--- config.mk ---
export PLATFORM = sky130hd
export DESIGN_NAME = blink_mode_ctrl
export DESIGN_NICKNAME = d
export VERILOG_FILES = /design/src/rtl/blink_pkg.sv /design/src/rtl/btn_debounce.sv /design/src/rtl/blink_mode_ctrl.sv
export SDC_FILE = /design/constraint.sdc
export NUM_CORES = 1
export LEC_CHECK = 0
export BUFFER_PORTS_ARGS = -buffer_cell sky130_fd_sc_hd__clkbuf_2
export CORE_AREA = 3 3 88 90
export CTS_BUF_LIST = sky130_fd_sc_hd__clkbuf_2
export CTS_CLUSTER_SIZE = 10
export DETAILED_ROUTE_END_ITERATION = 8
export DIE_AREA = 0 0 91 93
export SYNTH_ARGS = -nofsm -noshare
export SYNTH_HDL_FRONTEND = slang
export SYNTH_HIERARCHICAL = 1
export SYNTH_SLANG_ARGS = --single-unit
export TNS_END_PERCENT = 1
--- constraint.sdc ---
create_clock -name clk -period 2.85 [get_ports clk]
set_clock_uncertainty 0.1 [all_clocks]
set_input_delay 0.57 -clock clk [delete_from_list [all_inputs] [get_ports clk]]
set_output_delay 0.57 -clock clk [all_outputs]
set_load 0.02 [all_outputs]
--- src/rtl/blink_pkg.sv ---
// Shared mode encoding and pattern constants for the blink mode controller.
package blink_pkg;

    localparam int PAT_W = 8;
    localparam int IDX_W = $clog2(PAT_W);

    typedef enum logic [1:0] {
        MODE_OFF     = 2'd0,
        MODE_ON      = 2'd1,
        MODE_BLINK   = 2'd2,
        MODE_PATTERN = 2'd3
    } mode_e;

    function automatic mode_e next_mode(mode_e m);
        case (m)
            MODE_OFF:   return MODE_ON;
            MODE_ON:    return MODE_BLINK;
            MODE_BLINK: return MODE_PATTERN;
            default:    return MODE_OFF;
        endcase
    endfunction

endpackage

--- src/rtl/btn_debounce.sv ---
// Push-button front end: two-flop synchroniser, stability-count debounce and
// a registered one-cycle pulse on each debounced press (release is ignored).
module btn_debounce #(
    parameter int DB_CYCLES = 500000
) (
    input  logic clk,
    input  logic rst,
    input  logic btn,
    output logic press
);

    localparam int CW = (DB_CYCLES > 1) ? $clog2(DB_CYCLES) : 1;
    localparam logic [CW-1:0] CNT_LAST = CW'(DB_CYCLES - 1);

    logic          sync1_q, sync2_q;
    logic          level_q, level_d;
    logic          press_q, press_d;
    logic [CW-1:0] cnt_q, cnt_d;

    // Any sample matching the current level restarts the stability count.
    always_comb begin
        cnt_d   = cnt_q;
        level_d = level_q;
        press_d = 1'b0;
        if (sync2_q == level_q) begin
            cnt_d = '0;
        end else if (cnt_q == CNT_LAST) begin
            cnt_d   = '0;
            level_d = sync2_q;
            press_d = sync2_q;
        end else begin
            cnt_d = cnt_q + CW'(1);
        end
    end

    always_ff @(posedge clk or negedge rst) begin
        if (!rst) begin
            sync1_q <= 1'b0;
            sync2_q <= 1'b0;
            level_q <= 1'b0;
            press_q <= 1'b0;
            cnt_q   <= '0;
        end else begin
            sync1_q <= btn;
            sync2_q <= sync1_q;
            level_q <= level_d;
            press_q <= press_d;
            cnt_q   <= cnt_d;
        end
    end

    assign press = press_q;

endmodule

--- src/rtl/blink_mode_ctrl.sv ---
// Single-button LED mode controller: free-running prescaler plus a four-mode FSM.
//   state        | meaning
//   MODE_OFF     | led held low
//   MODE_ON      | led held high
//   MODE_BLINK   | led follows phase, toggled each tick
//   MODE_PATTERN | led walks PATTERN MSB first, one bit per tick
module blink_mode_ctrl
    import blink_pkg::*;
#(
    parameter int               TICK_DIV  = 5000000,
    parameter int               DB_CYCLES = 500000,
    parameter logic [PAT_W-1:0] PATTERN   = 8'b1010_0000
) (
    input  logic       clk,
    input  logic       rst,
    input  logic       btn,
    output logic       led,
    output logic [1:0] mode,
    output logic       tick
);

    localparam int PW = $clog2(TICK_DIV);
    localparam logic [PW-1:0] PRESC_LAST = PW'(TICK_DIV - 1);

    logic             press;
    logic             tick_w;
    logic [PW-1:0]    presc_q, presc_d;
    mode_e            mode_q, mode_d;
    logic             phase_q, phase_d;
    logic [IDX_W-1:0] idx_q, idx_d;
    logic             led_q, led_d;

    btn_debounce #(
        .DB_CYCLES(DB_CYCLES)
    ) u_db (
        .clk  (clk),
        .rst  (rst),
        .btn  (btn),
        .press(press)
    );

    assign tick_w = (presc_q == PRESC_LAST);

    // A press wins over a coincident tick and restarts the prescaler.
    always_comb begin
        mode_d  = mode_q;
        phase_d = phase_q;
        idx_d   = idx_q;
        presc_d = tick_w ? '0 : presc_q + PW'(1);
        if (press) begin
            mode_d  = next_mode(mode_q);
            presc_d = '0;
            phase_d = 1'b1;
            idx_d   = IDX_W'(PAT_W - 1);
        end else if (tick_w) begin
            case (mode_q)
                MODE_BLINK:   phase_d = ~phase_q;
                MODE_PATTERN: idx_d   = idx_q - IDX_W'(1);
                default:      ;
            endcase
        end
    end

    always_comb begin
        led_d = 1'b0;
        case (mode_q)
            MODE_ON:      led_d = 1'b1;
            MODE_BLINK:   led_d = phase_q;
            MODE_PATTERN: led_d = PATTERN[idx_q];
            default:      led_d = 1'b0;
        endcase
    end

    always_ff @(posedge clk or negedge rst) begin
        if (!rst) begin
            presc_q <= '0;
            mode_q  <= MODE_OFF;
            phase_q <= 1'b0;
            idx_q   <= '0;
            led_q   <= 1'b0;
        end else begin
            presc_q <= presc_d;
            mode_q  <= mode_d;
            phase_q <= phase_d;
            idx_q   <= idx_d;
            led_q   <= led_d;
        end
    end

    assign led  = led_q;
    assign mode = mode_q;
    assign tick = tick_w;

endmodule

==> results.json, run 1 <==
{
  "clk_pin_slew_ps": 280,
  "fin_setup_tns_ps": 0,
  "gp_congestion": 0.8065,
  "worstPathMaxFanout": 8,
  "finalCritPeriodShare_pct": 95.90,
  "ys_warn_count": 6,
  "ys_seq_area_share_pct": 48.27,
  "grt_use_total_pct": 13.53,
  "fin_cells": 396,
  "synth_compound_area_share_pct": 6.648,
  "cts_buffers": 5,
  "final_core_util_pct": 42.36,
  "slew_viol_final": 0,
  "tightest_slew_ps": 711.5,
  "max-cap-violations": 0,
  "wl_mm": 5.289,
  "initial_core_util_pct": 38.50,
  "fin_nets": 305,
  "placed_cell_area_um2": 2889,
  "drive_above_1_share_pct": 12.46,
  "ys_types": 42,
  "synthSimpleGateAreaFrac_pct": 28.05,
  "io_pins": 7,
  "dp.final_hpwl_mm": 3.678,
  "cp-end-kind": "output port",
  "power_density_nw_per_um2": 395.6,
  "overflow": 0,
  "peakVddDrop_mv": 0.1419,
  "dieArea_um2": 8463,
  "stdcell_area_um2": 3023,
  "synth_top_family_by_area": "simple AND/OR/NAND/NOR gates",
  "rsz0062_at_grt": "no",
  "drtAntennaViolNets": 0,
  "vias_per_cell": 5.194,
  "status": "complete, no violations",
  "die_h_um": 93,
  "syn-mean-instance-area_um2": 9.778,
  "drc": 0,
  "cts_htree_levels": 2,
  "antenna_found_initial": 0,
  "cp-start-kind": "flip-flop",
  "grt_max_degree": 24,
  "synthToLayoutAreaGrowth_pct": 10.02,
  "port_buffers": 6,
  "synth_top_cell_by_area": "dfrtp_1",
  "netlist_area_um2": 2748,
  "fp-row-count": 31,
  "worstPathRequired_ps": 2180,
  "cts_tree": "done",
  "clockBufferDepth": 2,
  "synth-seq-cells": 53,
  "clkLatencyLatePin_ps": 460,
  "synth_mux_area_share_pct": 1.138,
  "synth.net_count": 290,
  "antennaDiodeCount": 0,
  "placed_cells_incl_taps": 382,
  "fmax_ghz": 0.3659,
  "synthXorXnorAreaFrac_pct": 9.563,
  "avgRoutedWirePerCell_um": 13.36,
  "setup_ws_ps": 116.8,
  "num_vias": 2057,
  "cts_sinks": 53,
  "core_um2": 7137,
  "synth.area.top_cells": "dfrtp_1 (48%), xnor2_1 (7.7%), nor2_1 (5.2%)",
  "grt_pass1_vias": 2016,
  "finalHoldViolCount": 0,
  "cellLeakagePower_nw": 1.163,
  "hp-class": "in2reg",
  "critical_path_class": "reg2out",
  "layout_commonest_cell": "dfrtp_1",
  "synth.top_cell.area_share_pct": 48.27,
  "n_fill_cell": 705,
  "die_width_um": 91,
  "first_iter_violations": 94,
  "root_buffer": "clkbuf_2",
  "slew_headroom_pct": 52.57,
  "timing.final.crit_period_ps": 2733,
  "final-setup-viol-count": 0,
  "arrival_ps": 2060,
  "synth_fa_ha_area_share_pct": 2.732,
  "grt_first_pass_wirelength_mm": 9.425,
  "dp_worst_setup_slack_ps": 495.9,
  "synthCells": 281,
  "first_pass_iters": 4,
  "final_cell_mix": "dfrtp_1 (49), nor2_1 (38), xnor2_1 (24)"
}
## worst paths after layout
kind,from,to,slack (ps),depth (start not counted)
min reg2reg,u_db/sync1_q,u_db/sync2_q,290,0
max reg2reg,presc_q[7],presc_q[15],700,5
max in group asynchronous,rst,presc_q[16],1500,3
min in group asynchronous,rst,u_db/cnt_q[16],480,2
max,presc_q[7],tick,120,4
min,btn,u_db/sync1_q,80,1
## through the flow
stage	total power [mW]	hold WS (ps)
2_1_floorplan	0.7869	174.4
4_1_cts	1.211	44.52
3_3_place_gp	0.8084	234.9
5_1_grt	1.251	2.193
6_report	1.196	84.33
3_5_place_dp	0.8085	236.2
## cells in the mapped netlist
| master | n |
|---|---|
| nor4b_1 | 5 |
| clkbuf_1 | 2 |
| nor3_1 | 12 |
| nor2_1 | 38 |
| mux2_2 | 1 |
| or4_4 | 2 |
| or3_1 | 8 |
| o21bai_2 | 1 |
| o31ai_1 | 4 |
| or4b_1 | 1 |
| and4_1 | 2 |
| a32oi_1 | 1 |
| nor3b_1 | 3 |
| buf_6 | 1 |
| nand4_2 | 1 |
| inv_1 | 15 |
| nand3_4 | 1 |
| buf_1 | 1 |
| a31o_2 | 1 |
| ha_1 | 6 |
| nand3b_1 | 2 |
| nand4bb_1 | 1 |
| o21ai_0 | 8 |
| nor2b_1 | 2 |
| a21oi_1 | 9 |
| nand4_1 | 12 |
| buf_2 | 3 |
| or4_1 | 6 |
| nor4bb_1 | 1 |
| and3_1 | 2 |
| xor2_1 | 6 |
| nor4_1 | 7 |
| o31a_1 | 1 |
| nand2_1 | 16 |
| nand3_1 | 16 |
| o31ai_4 | 1 |
| clkbuf_2 | 1 |
| xnor2_1 | 24 |
| dfrtp_1 | 53 |
| a21oi_2 | 1 |
| and2_1 | 1 |
| mux2i_1 | 2 |
## routing by layer
metal,global-route usage [%],vias up,part of all wire (%)
li1,-,1024,-
met1,18.52,997,50
met2,21.34,29,45
met3,2.494,7,3.1
met4,5.276,0,1.6
met5,0,-,0
## cell type report
cell class                      instances  area [µm²]  area share, %
Tap cell                               99       123.9          4.098
Timing Repair Buffer                   16       107.6          3.560
Inverter                               15       56.30          1.863
Sequential cell                        53        1331          44.04
Clock buffer                            5       25.02         0.8278
Clock inverter                          3       43.79          1.449
Multi-Input combinational cell        205        1335          44.16
## report_power, final
part           leakage (nW)  switching, mW  total [mW]  internal [mW]
registers             0.712        0.00605       0.765          0.759
clock network        0.0433          0.250       0.400          0.150
logic                 0.407         0.0228      0.0310        0.00822
total                  1.16          0.278        1.20          0.917
## flip-flops by register name, indices dropped and copies added (netlist names)
register / flops
presc_q: 23
u_db/sync2_q: 1
u_db/cnt_q: 19
idx_q: 3
u_db/press: 1
phase_q: 1
led: 1
u_db/sync1_q: 1
mode: 2
u_db/level_q: 1
## cell families (layout without fill, tap and decap cells)
family          Yosys count  count (layout)
xor+xnor                 30              30
fa+ha+maj                 6               6
mux                       3               3
simple gates            139             139
flops                    53              53
buf+inv                  23              39
compound gates           27              27
## timing repair
| action | 4_1_cts | 5_1_grt |
|---|---|---|
| buffers inserted | 2 | 3 |
| endpoints found under the setup margin | 1 | 1 |
| hold endpoints to repair | 21 | 0 |
| resized for setup | 1 | 5 |
| hold buffers | 1 | 0 |
| gates cloned | 0 | 0 |
| pin swaps | 0 | 1 |
## worst max-delay path, cell delays in order, from the launching register on
cell and delay [ps]:
dfrtp_2 500, nand4bb_1 190, or4_4 590, nor2_1 130
clkbuf_2 180
Note: power is estimated with default switching activity, not from simulation.
==> inputs of run 2 (changes only) <==
Settings changed: CORE_AREA 3 3 88 90 to 3 3 70 72, DIE_AREA 0 0 91 93 to 0 0 73 75, PLACE_DENSITY from default to 0.79.
==> results.json, run 2 (same netlist as run 1, synthesis figures left out) <==
{
  "power_density_nw_per_um2": 377.4,
  "fmax_ghz": 0.3683,
  "grt_max_degree": 54,
  "synthToLayoutAreaGrowth_pct": 5.237,
  "worstPathRequired_ps": 2180,
  "cp-end-kind": "output port",
  "clkLatencyLatePin_ps": 440,
  "rsz0062_at_grt": "no",
  "clockPowerShare_pct": 27.3,
  "crit_chain": "ha_2 > nand2_1 > or4_4 > nor2_1 > clkbuf_2",
  "worst-r2r-cell-count": 4,
  "arrival_ps": 2050,
  "overflow": 0,
  "fp-row-count": 24,
  "fin_setup_tns_ps": 0,
  "biggestRegsByFlops": "presc_q: 23 flops, u_db/cnt_q: 19 flops, idx_q: 3 flops",
  "timing.final.crit_period_ps": 2715,
  "tightest_slew_ps": 745.6,
  "initial_core_util_pct": 63.10,
  "cp-start-kind": "flip-flop",
  "final_cell_mix": "dfrtp_1 (52), nor2_1 (38), xnor2_1 (24)",
  "largest_register_ffs": 23,
  "combPwrFrac_pct": 2.5,
  "reg2reg_slack_ps": 600,
  "worstPathMaxFanout": 8,
  "pwr-share-seq_pct": 70.1,
  "gp_congestion": 0.8437,
  "r2r-start": "u_db/cnt_q[5]",
  "final_core_util_pct": 66.41,
  "dieArea_um2": 5475,
  "peakVddDrop_mv": 0.2347,
  "cts_sinks": 53,
  "fin_nets": 299,
  "cp_slowest_cell": "or4_4",
  "max_stage_delay_ps": 580,
  "largest-register": "presc_q",
  "wl_mm": 5.040,
  "grt_pass1_vias": 1940,
  "antennaDiodeCount": 0,
  "slew_headroom_pct": 50.29,
  "vias_per_cell": 5.959,
  "fin_cells": 343,
  "drc": 0,
  "finalHoldViolCount": 0,
  "slew_viol_final": 0,
  "first_pass_iters": 4,
  "final-setup-viol-count": 0,
  "status": "complete, no violations",
  "layout_commonest_cell": "dfrtp_1",
  "io_pins": 7,
  "cts_tree": "done",
  "cellLeakagePower_nw": 1.121,
  "regToRegEndpoint": "u_db/cnt_q[9]",
  "port_buffers": 6,
  "hp-class": "in2async",
  "clockBufferDepth": 2,
  "dp.final_hpwl_mm": 3.505,
  "avgRoutedWirePerCell_um": 14.69,
  "hold_ws_ps": 87.96,
  "clk_pin_slew_ps": 270,
  "antenna_found_initial": 0,
  "die_h_um": 75,
  "first_iter_violations": 118,
  "root_buffer": "clkbuf_2",
  "critical_path_class": "reg2out",
  "max-cap-violations": 0,
  "crit_buf_inv": 1,
  "die_width_um": 73,
  "placed_cells_incl_taps": 333,
  "finalCritPeriodShare_pct": 95.28,
  "sw_frac_of_total_pct": 24.09,
  "path_delay_family": "simple AND/OR/NAND/NOR gates",
  "num_vias": 2044,
  "core_um2": 4354,
  "drtAntennaViolNets": 0,
  "internal-power_uw": 828.4,
  "cts_buffers": 5,
  "grt_first_pass_wirelength_mm": 8.769,
  "grt_use_total_pct": 20.66,
  "cts_htree_levels": 2,
  "p_switching_uw": 262.9,
  "drive_above_1_share_pct": 9.966
}
[run 2: changes by cell type in the layout (fill, tap and decap cells not counted)]
cell	delta
dfrtp_2	-3
clkinv_2	-1
inv_6	-1
dfrtp_1	+3
buf_12	+1
buf_4	-6
dlygate4sd3_1	-1
clkinvlp_4	+2
ha_2	+1
clkbuf_2	+1
bufinv_16	-1
ha_4	-1
[run 2: layer usage]
layer,share of wire [%],global-route usage [%]
met5,0,0
met4,1.3,7.172
met3,3.5,4.272
met2,48,33.17
met1,47,28.04
[run 2: through the flow]
step | setup slack, ps | instance area (µm²) | total power [mW]
floorplan | 525.2 | 2748 | 0.7869
global placement | 551.7 | 2828 | 0.8059
detailed placement | 520.7 | 2828 | 0.8066
CTS | 18.97 | 2880 | 1.104
global route | 13.83 | 2892 | 1.136
finish | 134.5 | 2892 | 1.091
[run 2: area by class of cell]
class / instances / area, µm²
Sequential cell: 53 / 1328
Clock inverter: 2 / 15.01
Inverter: 15 / 56.30
Multi-Input combinational cell: 205 / 1325
Clock buffer: 6 / 30.03
Timing Repair Buffer: 10 / 72.57
Fill cell: 349 / 1463
Tap cell: 52 / 65.06
[run 2: timing repair]
action	4_1_cts	5_1_grt
setup endpoints to repair	1	1
setup buffers	1	1
gates resized for setup	0	2
cloned	0	0
hold buffers	0	0
[run 2: worst max-delay path by stage]
stage,startpoint,endpoint,slack (ps),cells after the start
floorplan,presc_q[0],tick,530,5
global placement,presc_q[0],tick,550,5
detailed placement,presc_q[0],tick,520,5
CTS,presc_q[1],tick,20,5
global route,presc_q[0],tick,10,5
finish,presc_q[1],tick,130,5
[run 2: power groups by stage]
stage	combinational [mW]	sequential, mW	clock [mW]
floorplan	0.0121	0.775	0
global placement	0.0285	0.777	0
detailed placement	0.0292	0.777	0
CTS	0.0292	0.765	0.310
global route	0.0329	0.767	0.336
finish	0.0276	0.765	0.298
==> inputs of run 3 (changes only) <==
Settings changed: CORE_AREA 3 3 70 72 to 3 3 54 93, DIE_AREA 0 0 73 75 to 0 0 57 96.
Clock period 2.85 ns to 2.9 ns, I/O delays scaled along.
==> results.json, run 3 (same netlist as run 1, synthesis figures left out) <==
{
  "peakVddDrop_mv": 0.3709,
  "final-setup-viol-count": 0,
  "drc": 0,
  "clockPowerShare_pct": 27.8,
  "vias_per_cell": 6.082,
  "hp-class": "in2async",
  "die_h_um": 96,
  "clk_pin_slew_ps": 280,
  "finalCritPeriodShare_pct": 95.11,
  "max_stage_delay_ps": 590,
  "drive_above_1_share_pct": 9.310,
  "port_buffers": 6,
  "clockBufferDepth": 2,
  "rsz0062_at_grt": "no",
  "cellLeakagePower_nw": 1.123,
  "core_um2": 4404,
  "slew_viol_final": 0,
  "dp.final_hpwl_mm": 3.732,
  "tightest_slew_ps": 717.4,
  "multi_input_area_um2": 1325,
  "worstPathRequired_ps": 2220,
  "wl_mm": 5.370,
  "pwr-share-seq_pct": 69.6,
  "final_cell_mix": "dfrtp_1 (53), nor2_1 (38), xnor2_1 (24)",
  "p_switching_uw": 262.8,
  "slew_headroom_pct": 52.17,
  "root_buffer": "clkbuf_2",
  "avgRoutedWirePerCell_um": 15.75,
  "overflow": 0,
  "drtAntennaViolNets": 0,
  "die_width_um": 57,
  "worstPathMaxFanout": 8,
  "cts_sinks": 53,
  "biggestRegsByFlops": "presc_q: 23 flops, u_db/cnt_q: 19 flops, idx_q: 3 flops",
  "critical_path_class": "reg2out",
  "cp-start-kind": "flip-flop",
  "clkLatencyLatePin_ps": 440,
  "grt_pass1_vias": 2151,
  "max-cap-violations": 0,
  "antennaDiodeCount": 0,
  "power_density_nw_per_um2": 376.7,
  "fmax_ghz": 0.3625,
  "grt_max_degree": 54,
  "power_mw": 1.080,
  "dieArea_um2": 5472,
  "initial_core_util_pct": 62.39,
  "antenna_found_initial": 0,
  "n_fill_cell": 367,
  "fp-row-count": 32,
  "first_iter_violations": 109,
  "cts_htree_levels": 2,
  "synthToLayoutAreaGrowth_pct": 4.372,
  "regArea_um2": 1326,
  "largest_register_ffs": 23,
  "hold_buffers": 0,
  "layout_commonest_cell": "dfrtp_1",
  "sw_frac_of_total_pct": 24.33,
  "cp-end-kind": "output port",
  "grt_use_total_pct": 22.34,
  "num_vias": 2074,
  "crit_chain": "ha_2 > nand2_1 > or4_4 > nor2_1 > clkbuf_2",
  "timing.final.crit_period_ps": 2758,
  "gp_congestion": 0.8099,
  "cts_buffers": 5,
  "largest-register": "presc_q",
  "first_pass_iters": 4,
  "finalHoldViolCount": 0,
  "grt_first_pass_wirelength_mm": 9.708,
  "combPwrFrac_pct": 2.6,
  "fin_nets": 298,
  "cts_tree": "done",
  "fin_setup_tns_ps": 0,
  "status": "complete, no violations",
  "cp_slowest_cell": "or4_4",
  "io_pins": 7,
  "internal-power_uw": 817.5,
  "arrival_ps": 2080
}
-- run 3: repair_timing --
item / 4_1_cts / 5_1_grt
setup buffers: 0 / 1
endpoints found under the setup margin: 0 / 1
gates resized for setup: 0 / 1
-- run 3: power by group through the flow --
stage,Combinational [mW],Sequential [mW],Clock [mW]
after CTS,0.0291,0.752,0.311
after global placement,0.0287,0.764,0
final,0.0277,0.752,0.301
after detailed placement,0.0289,0.764,0
after global routing,0.0324,0.753,0.335
after floorplan,0.0119,0.761,0
-- run 3: final cells by class --
cell class | count | share of cell area, %
inverters | 15 | 1.963
multi-input cells | 205 | 46.20
clock buffers | 6 | 1.047
well taps | 51 | 2.225
clock inverters | 2 | 0.4799
repair buffers | 9 | 1.832
flip-flops and latches | 53 | 46.25
-- run 3: worst paths after layout --
check	start	endpoint	slack, ps	cells past startpoint
max	presc_q[0]	tick	140	5
min	rst	u_db/press	90	2
max reg2reg	u_db/cnt_q[0]	u_db/cnt_q[18]	690	5
min reg2reg	u_db/sync1_q	u_db/sync2_q	290	0
max in group asynchronous	rst	u_db/cnt_q[12]	2120	2
min in group clk	btn	u_db/sync1_q	100	1
-- run 3: per-layer routing --
| metal | routed length [µm] | GRT usage [%] | vias to the layer above |
|---|---|---|---|
| li1 | - | - | 1008 |
| met1 | 2078 | 24.98 | 1005 |
| met2 | 2995 | 41.60 | 44 |
| met3 | 143 | 3.356 | 17 |
| met4 | 152 | 9.091 | 0 |
| met5 | 0 | 0 | - |
-- run 3: through the flow --
stage	instance area (µm²)	util [%]	setup slack, ps	hold slack [ps]	instances
finish	2868	65.11	141.7	90.74	341
global route	2868	65.11	10.20	63.19	341
CTS	2858	64.89	7.140	80.84	340
detailed placement	2814	63.89	559.7	237.1	332
global placement	2814	63.89	591.1	233.3	332
floorplan	2748	-	565.2	184.4	281
-- run 3: worst max-delay path: cells and delay by family (launching register included) --
kind | cells | cell delay (ps)
simple gates | 3 | 810
flops | 1 | 420
fa+ha+maj | 1 | 230
buf+inv | 1 | 180
